`src/rtl/sample_ram_seq.sv`:
```
// Sequencer for the 4ch x 128-sample FastICA buffer RAM.
// Ports: clk, rst, start, abort, num_passes, in_valid -> in_ready, ram_en/rw/addr, rd_valid/last, pass_idx, busy, done.
module sample_ram_seq #(
  parameter int DEPTH  = 128,
  parameter int ADDR_W = 14,
  parameter int CNT_W  = 8,
  parameter int PASS_W = 8
) (
  input  logic              clk,
  input  logic              rst,
  input  logic              start,
  input  logic              abort,
  input  logic [PASS_W-1:0] num_passes,
  input  logic              in_valid,
  output logic              in_ready,
  output logic              ram_en,
  output logic              ram_rw,
  output logic [ADDR_W-1:0] ram_addr,
  output logic              rd_valid,
  output logic              rd_last,
  output logic [PASS_W-1:0] pass_idx,
  output logic              busy,
  output logic              done
);

  typedef enum logic [2:0] {
    IDLE, LOAD, GAP, READ, FIN
  } state_t;

  localparam logic [CNT_W-1:0] LAST = CNT_W'(DEPTH - 1);

  state_t            state, state_n;
  logic [CNT_W-1:0]  cnt, cnt_n;
  logic [PASS_W-1:0] passes, passes_n;
  logic [PASS_W-1:0] pass_n;
  logic              at_last;

  assign at_last = (cnt == LAST);

  always_ff @(posedge clk or posedge rst) begin
    if (rst) begin
      state    <= IDLE;
      cnt      <= '0;
      pass_idx <= '0;
      passes   <= '0;
      rd_valid <= 1'b0;
      rd_last  <= 1'b0;
    end else begin
      state    <= state_n;
      cnt      <= cnt_n;
      pass_idx <= pass_n;
      passes   <= passes_n;
      // RAM q is registered, so read status trails the issue by one cycle.
      // An abort does not cancel a read already issued.
      rd_valid <= (state == READ);
      rd_last  <= (state == READ) && at_last;
    end
  end

  always_comb begin
    state_n  = state;
    cnt_n    = cnt;
    pass_n   = pass_idx;
    passes_n = passes;
    in_ready = 1'b0;
    ram_en   = 1'b0;
    ram_rw   = 1'b0;
    done     = 1'b0;
    unique case (state)
      IDLE: begin
        if (start) begin
          passes_n = (num_passes == '0) ? PASS_W'(1) : num_passes;
          cnt_n    = '0;
          pass_n   = '0;
          state_n  = LOAD;
        end
      end
      LOAD: begin
        in_ready = 1'b1;
        ram_rw   = 1'b1;
        // Never raise En without a sample: the RAM's own counter would move.
        ram_en   = in_valid;
        if (in_valid) begin
          if (at_last) begin
            cnt_n   = '0;
            state_n = GAP;
          end else begin
            cnt_n = cnt + CNT_W'(1);
          end
        end
      end
      GAP: begin
        // En low for one cycle clears the RAM's internal counter.
        state_n = READ;
      end
      READ: begin
        ram_en = 1'b1;
        if (at_last) begin
          cnt_n = '0;
          if (pass_idx == passes - PASS_W'(1)) begin
            state_n = FIN;
          end else begin
            pass_n  = pass_idx + PASS_W'(1);
            state_n = GAP;
          end
        end else begin
          cnt_n = cnt + CNT_W'(1);
        end
      end
      FIN: begin
        done    = 1'b1;
        pass_n  = '0;
        state_n = IDLE;
      end
      default: state_n = IDLE;
    endcase
    if (abort) begin
      state_n = IDLE;
      cnt_n   = '0;
      pass_n  = '0;
    end
  end

  assign ram_addr = {{(ADDR_W - CNT_W){1'b0}}, cnt};
  assign busy     = (state != IDLE);

endmodule
```
`config.mk`:
```
export PLATFORM = sky130hd
export DESIGN_NAME = sample_ram_seq
export DESIGN_NICKNAME = d
export VERILOG_FILES = /design/src/rtl/sample_ram_seq.sv
export SDC_FILE = /design/constraint.sdc
export NUM_CORES = 1
export LEC_CHECK = 0
export ABC_AREA = 0
export BUFFER_PORTS_ARGS = -buffer_cell sky130_fd_sc_hd__clkbuf_2
export CAP_MARGIN = 40
export CORE_MARGIN = 1.5
export CORE_UTILIZATION = 58
export CTS_CLUSTER_DIAMETER = 150
export CTS_CLUSTER_SIZE = 12
export DETAILED_ROUTE_END_ITERATION = 12
export PLACE_DENSITY = 0.85
export SKIP_LAST_GASP = 1
export SYNTH_ARGS = -nofsm -noshare
export SYNTH_HDL_FRONTEND = slang
export SYNTH_SLANG_ARGS = --single-unit
export TNS_END_PERCENT = 20
```
`constraint.sdc`:
```
create_clock -name clk -period 4.8 [get_ports clk]
set_input_delay 0 -clock clk [delete_from_list [all_inputs] [get_ports clk]]
set_output_delay 0 -clock clk [all_outputs]
set_load 0.05 [all_outputs]
```
Word-level counts from Yosys, hierarchy flattened
Index checks and enable logic that the tools add are counted.
W data, S select, Z words.
{"block": "totals", "ff_bits": 29, "latch_bits": 0, "ram_bits": 0, "romBits": 0, "inputBits": 13, "output_inout_bits": 29, "elab_cells": 50, "memories": 0}
{"block": "op_classes", "n_addsub": 3, "multipliers": 0, "n_div": 0, "magnitude_cmp": 0, "eq_ne": 11, "shifts": 0, "muxes": 20, "n_bitwise": 0, "reduce_logical": 10}
{"cell": "$mux W8", "n": 8}
{"cell": "$pmux W8 S3", "n": 2}
{"cell": "$mux W3", "n": 6}
{"cell": "$add A8 B1 Y8 const B", "n": 2}
{"cell": "$ne A3 B3 Y1 const B", "n": 5}
{"cell": "$pmux W3 S4", "n": 1}
{"cell": "$eq A8 B7 Y1 const B", "n": 1}
{"cell": "$eq A8 B8 Y1", "n": 1}
{"cell": "$logic_not A8 Y1", "n": 1}
{"cell": "$reduce_and A4 Y1", "n": 2}
{"cell": "$reduce_bool A4 Y1", "n": 2}
{"cell": "$sub A8 B1 Y8 const B", "n": 1}
{"cell": "$eq A3 B2 Y1 const B", "n": 2}
{"cell": "$eq A3 B1 Y1 const B", "n": 1}
{"cell": "$eq A3 B3 Y1 const B", "n": 1}
{"cell": "$logic_not A3 Y1", "n": 1}
{"cell": "$reduce_and A3 Y1", "n": 1}
{"cell": "$reduce_bool A3 Y1", "n": 1}
{"cell": "$mux W1", "n": 2}
{"cell": "$pmux W1 S2", "n": 1}
{"cell": "$reduce_and A2 Y1", "n": 1}
{"cell": "$logic_and A1 B1 Y1", "n": 1}

Longest topological paths before layout
{"block": "logic_depth", "word_depth": 6, "ltp_mapped": 11, "depth_no_buf": 9}

Worst setup path after synthesis
OpenSTA, ideal clock, no wires.
{"block": "synth_timing", "kind": "register -> register", "start": "register passes[0]", "end": "register pass_idx[6]", "setup_ps": 71, "arrival_time_ps": 2127, "t_required_ps": 4729, "setup_slack_ps": 2602, "path_stages_with_launch": 12, "path_buffers": 2, "period_less_slack_ps": 2198, "cell_sequence": "dfrtp_1 > inv_1 > ha_1 > buf_2 > xor2_1 > nor2_1 > o31ai_1 > a211oi_1 > and2_1 > buf_6 > or4_1 > nand3_1"}
{"block": "synth_via", "elab_chain_cells": 4}
{"item": "start, declared", "line_no": "34", "source": "logic [PASS_W-1:0] passes, passes_n;"}
{"item": "start signal, assigned", "line_no": "52", "source": "passes <= passes_n;"}
{"item": "$sub A8 B1 Y8", "line_no": "100", "source": "if (pass_idx == passes - PASS_W'(1)) begin"}
{"item": "$eq A8 B8 Y1", "line_no": "100"}
{"item": "$ne A3 B3 Y1 (no line)"}
{"item": "$reduce_and A4 Y1 (no line)"}
{"item": "end signal, assigned", "line_no": "51", "source": "pass_idx <= pass_n;"}
{"item": "end, declared", "line_no": "21", "source": "output logic [PASS_W-1:0] pass_idx,"}
No other way between the ends.
A chain may end at the register's enable or synchronous reset.

Final worst setup path
{"block": "layout_timing", "start": "register passes[0]", "end": "register pass_idx[1]"}
The elaborated chain is that of the path after synthesis.

==> run metrics <==
drt pass-1 iters 5; CP required 5060 ps; Hold Path Class in2reg; Slew HR 46.1%; fraction of layout cells with a size suffix above 1 20.2%; via count 1709; Placeable Area 3000 um^2; Mapped Area 1810 um^2; gr usage total 27.4%; slew at the pin with the worst max-slew slack 802 ps; boundary pin count 42; ys flop type dfrtp_1; CP arrival 2670 ps; Avg Cell Area, Syn 8.72 um^2; global-route wire length before repair 6.97 mm; clock-pin slew on the worst setup and hold paths 100 ps; Starting Density 60.4%; final setup violating endpoints 0; Die Wd 58.9 um; hold_ws 47.0 ps; unrepaired setup endpoints after global routing no; Syn. warnings 0; DRC 0; initial drt markers 67; crit path kind reg2reg; H-Tree Depth 2; # diodes 0; Syn Inst Count 208; Post-Route Skew 7.81 ps; Skew-Pair Late Insertion Delay 350 ps; initial antenna violation count 0; DR vias/cell 6.00; Seq/Total Area, Yosys 40.0%; Area Overhead vs Synth 19.7%; critical-path maximum fanout 9; Port Buffers 35; vias in the first global route 1465; area of the multi-input gates 971 um^2; fill cell count 223; Max Cap Violations 0; dpl hpwl 2.84 mm; PwrDens 330 nW/um^2; CTS sink count 29; clk buf depth 2; Fin. Hold Viols 0; row count 20; Total Neg Setup Slack 0 ps; drt total wl 4.29 mm; post-layout minimum cycle time 2400 ps; fmax 0.416 GHz; CTS buffer count 5; die area 3470 um^2; CTS tree built; Hold Path Origin abort; Async SR Flop Fraction 100%; Final ANT Viol Nets 0; Seq cells post-synth 29; GRT overflow 0; layout net count 267; Register Area 726 um^2; Die H 58.9 um; max-slew violation count 0; Final Cycle Share 50.0%; WL per Instance 15.0 um; largest net degree at the start of global routing 23; R2R Path Start passes[0]; type of origin of the critical path register; Worst Setup End Kind register; status complete, no violations; Distinct cells, synth 44; Worst VDD drop 299 uV; Worst setup startpoint passes[0]; Pleak 0.000998 uW; CTS resizes 0; Placer Congestion 0.869; CTS root buffer clkbuf_4; EDFF count, synth 0
-- power by group --
part / internal, uW / leakage, uW / total [uW] / switching, uW
Clock: 124 / 0.0000445 / 218 / 93.9
Sequential: 266 / 0.000386 / 305 / 39.7
Combinational: 75.8 / 0.000568 / 193 / 117
-- per-stage QoR --
stage               total power [uW]  util [%]  setup WS, ps  instance area (um^2)  instances
finish                           716      72.3          2400                  2170        285
global route                     750      72.3          2170                  2170        285
CTS                              713      72.3          2410                  2170        285
detailed placement               491      65.6          2430                  1970        266
global placement                 484      64.7          2540                  1940        265
floorplan                        461         -          2600                  1830        213
-- kinds of logic (layout without fill, tap and decap cells) --
logic type / Yosys count / after routing / share of synthesized area [%]
simple gates: 87 / 87 / 24.5
compound gates: 45 / 45 / 15.7
flops: 29 / 29 / 40.0
buf+inv: 24 / 63 / 7.45
xor+xnor: 12 / 12 / 5.80
mux: 7 / 7 / 4.28
fa+ha+maj: 3 / 3 / 2.07
other cells: 1 / 6 / 0.207
-- synth_stat cells, types with 4 or more instances --
library cell,count,area (um^2)
dfrtp_1,29,726
buf_4,7,52.6
inv_1,8,30.0
mux2_2,6,67.6
and2_1,4,25.0
nand2_1,19,71.3
nor3_1,8,40.0
o31ai_1,5,37.5
xnor2_1,5,43.8
nor2_1,21,78.8
a21oi_1,5,25.0
xor2_1,7,61.3
clkbuf_1,4,15.0
o21ai_0,17,85.1
nand3_1,11,55.1
-- placed cells by master (no fill, tap or decap), types with 6 or more instances in the layout --
cell           instances
nor2_1                21
inv_1                  8
dlygate4sd3_1         11
o21ai_0               17
conb_1                 6
mux2_2                 6
nand2_1               19
dfrtp_1               29
xor2_1                 7
clkbuf_2              35
nand3_1               11
nor3_1                 8
-- final cells by class --
class	instances	area share, %
flip-flops and latches	29	33.4
multi-input cells	160	44.8
well taps	33	1.90
clock buffers	6	2.36
inverters	8	1.38
clock inverters	2	1.73
repair buffers	47	14.4
-- per-layer routing --
metal / global-route usage, % / share of wire (%) / routed length, um
met1: 35.7 / 42 / 1800
met2: 43.7 / 50 / 2140
met3: 7.25 / 6.1 / 260
met4: 10.4 / 2.0 / 87
met5: 0 / 0 / 0
-- timing repair --
item                      in CTS  in global routing
hold endpoints to repair      39                  0
hold buffers                  11                  0
setup buffers                  0                  0
-- state kept, by name, summed over array words and instances (netlist names) --
signal    count
rd_valid      1
state         3
passes        8
pass_idx      8
rd_last       1
cnt           8
-- path summary, 6_finish.rpt --
kind | slack [ps] | cells past startpoint | end
setup / recovery | 2400 | 9 | pass_idx[1]
hold / removal | 50 | 3 | state[1]
setup reg to reg | 2400 | 9 | pass_idx[1]
hold reg to reg | 520 | 1 | cnt[6]
max in group asynchronous | 4180 | 4 | pass_idx[3]
min in group asynchronous | 170 | 3 | passes[0]
-- worst max-delay path, cell delays in order, from the launching register on --
cell and delay (ps):
dfrtp_1 450, inv_1 90, ha_1 310, or2b_1 250, a21boi_0 170, o31ai_1 100, a211oi_1 270, and2_1 340
a21oi_1 160, o22ai_1 180
(Power assumes the default switching activity.)
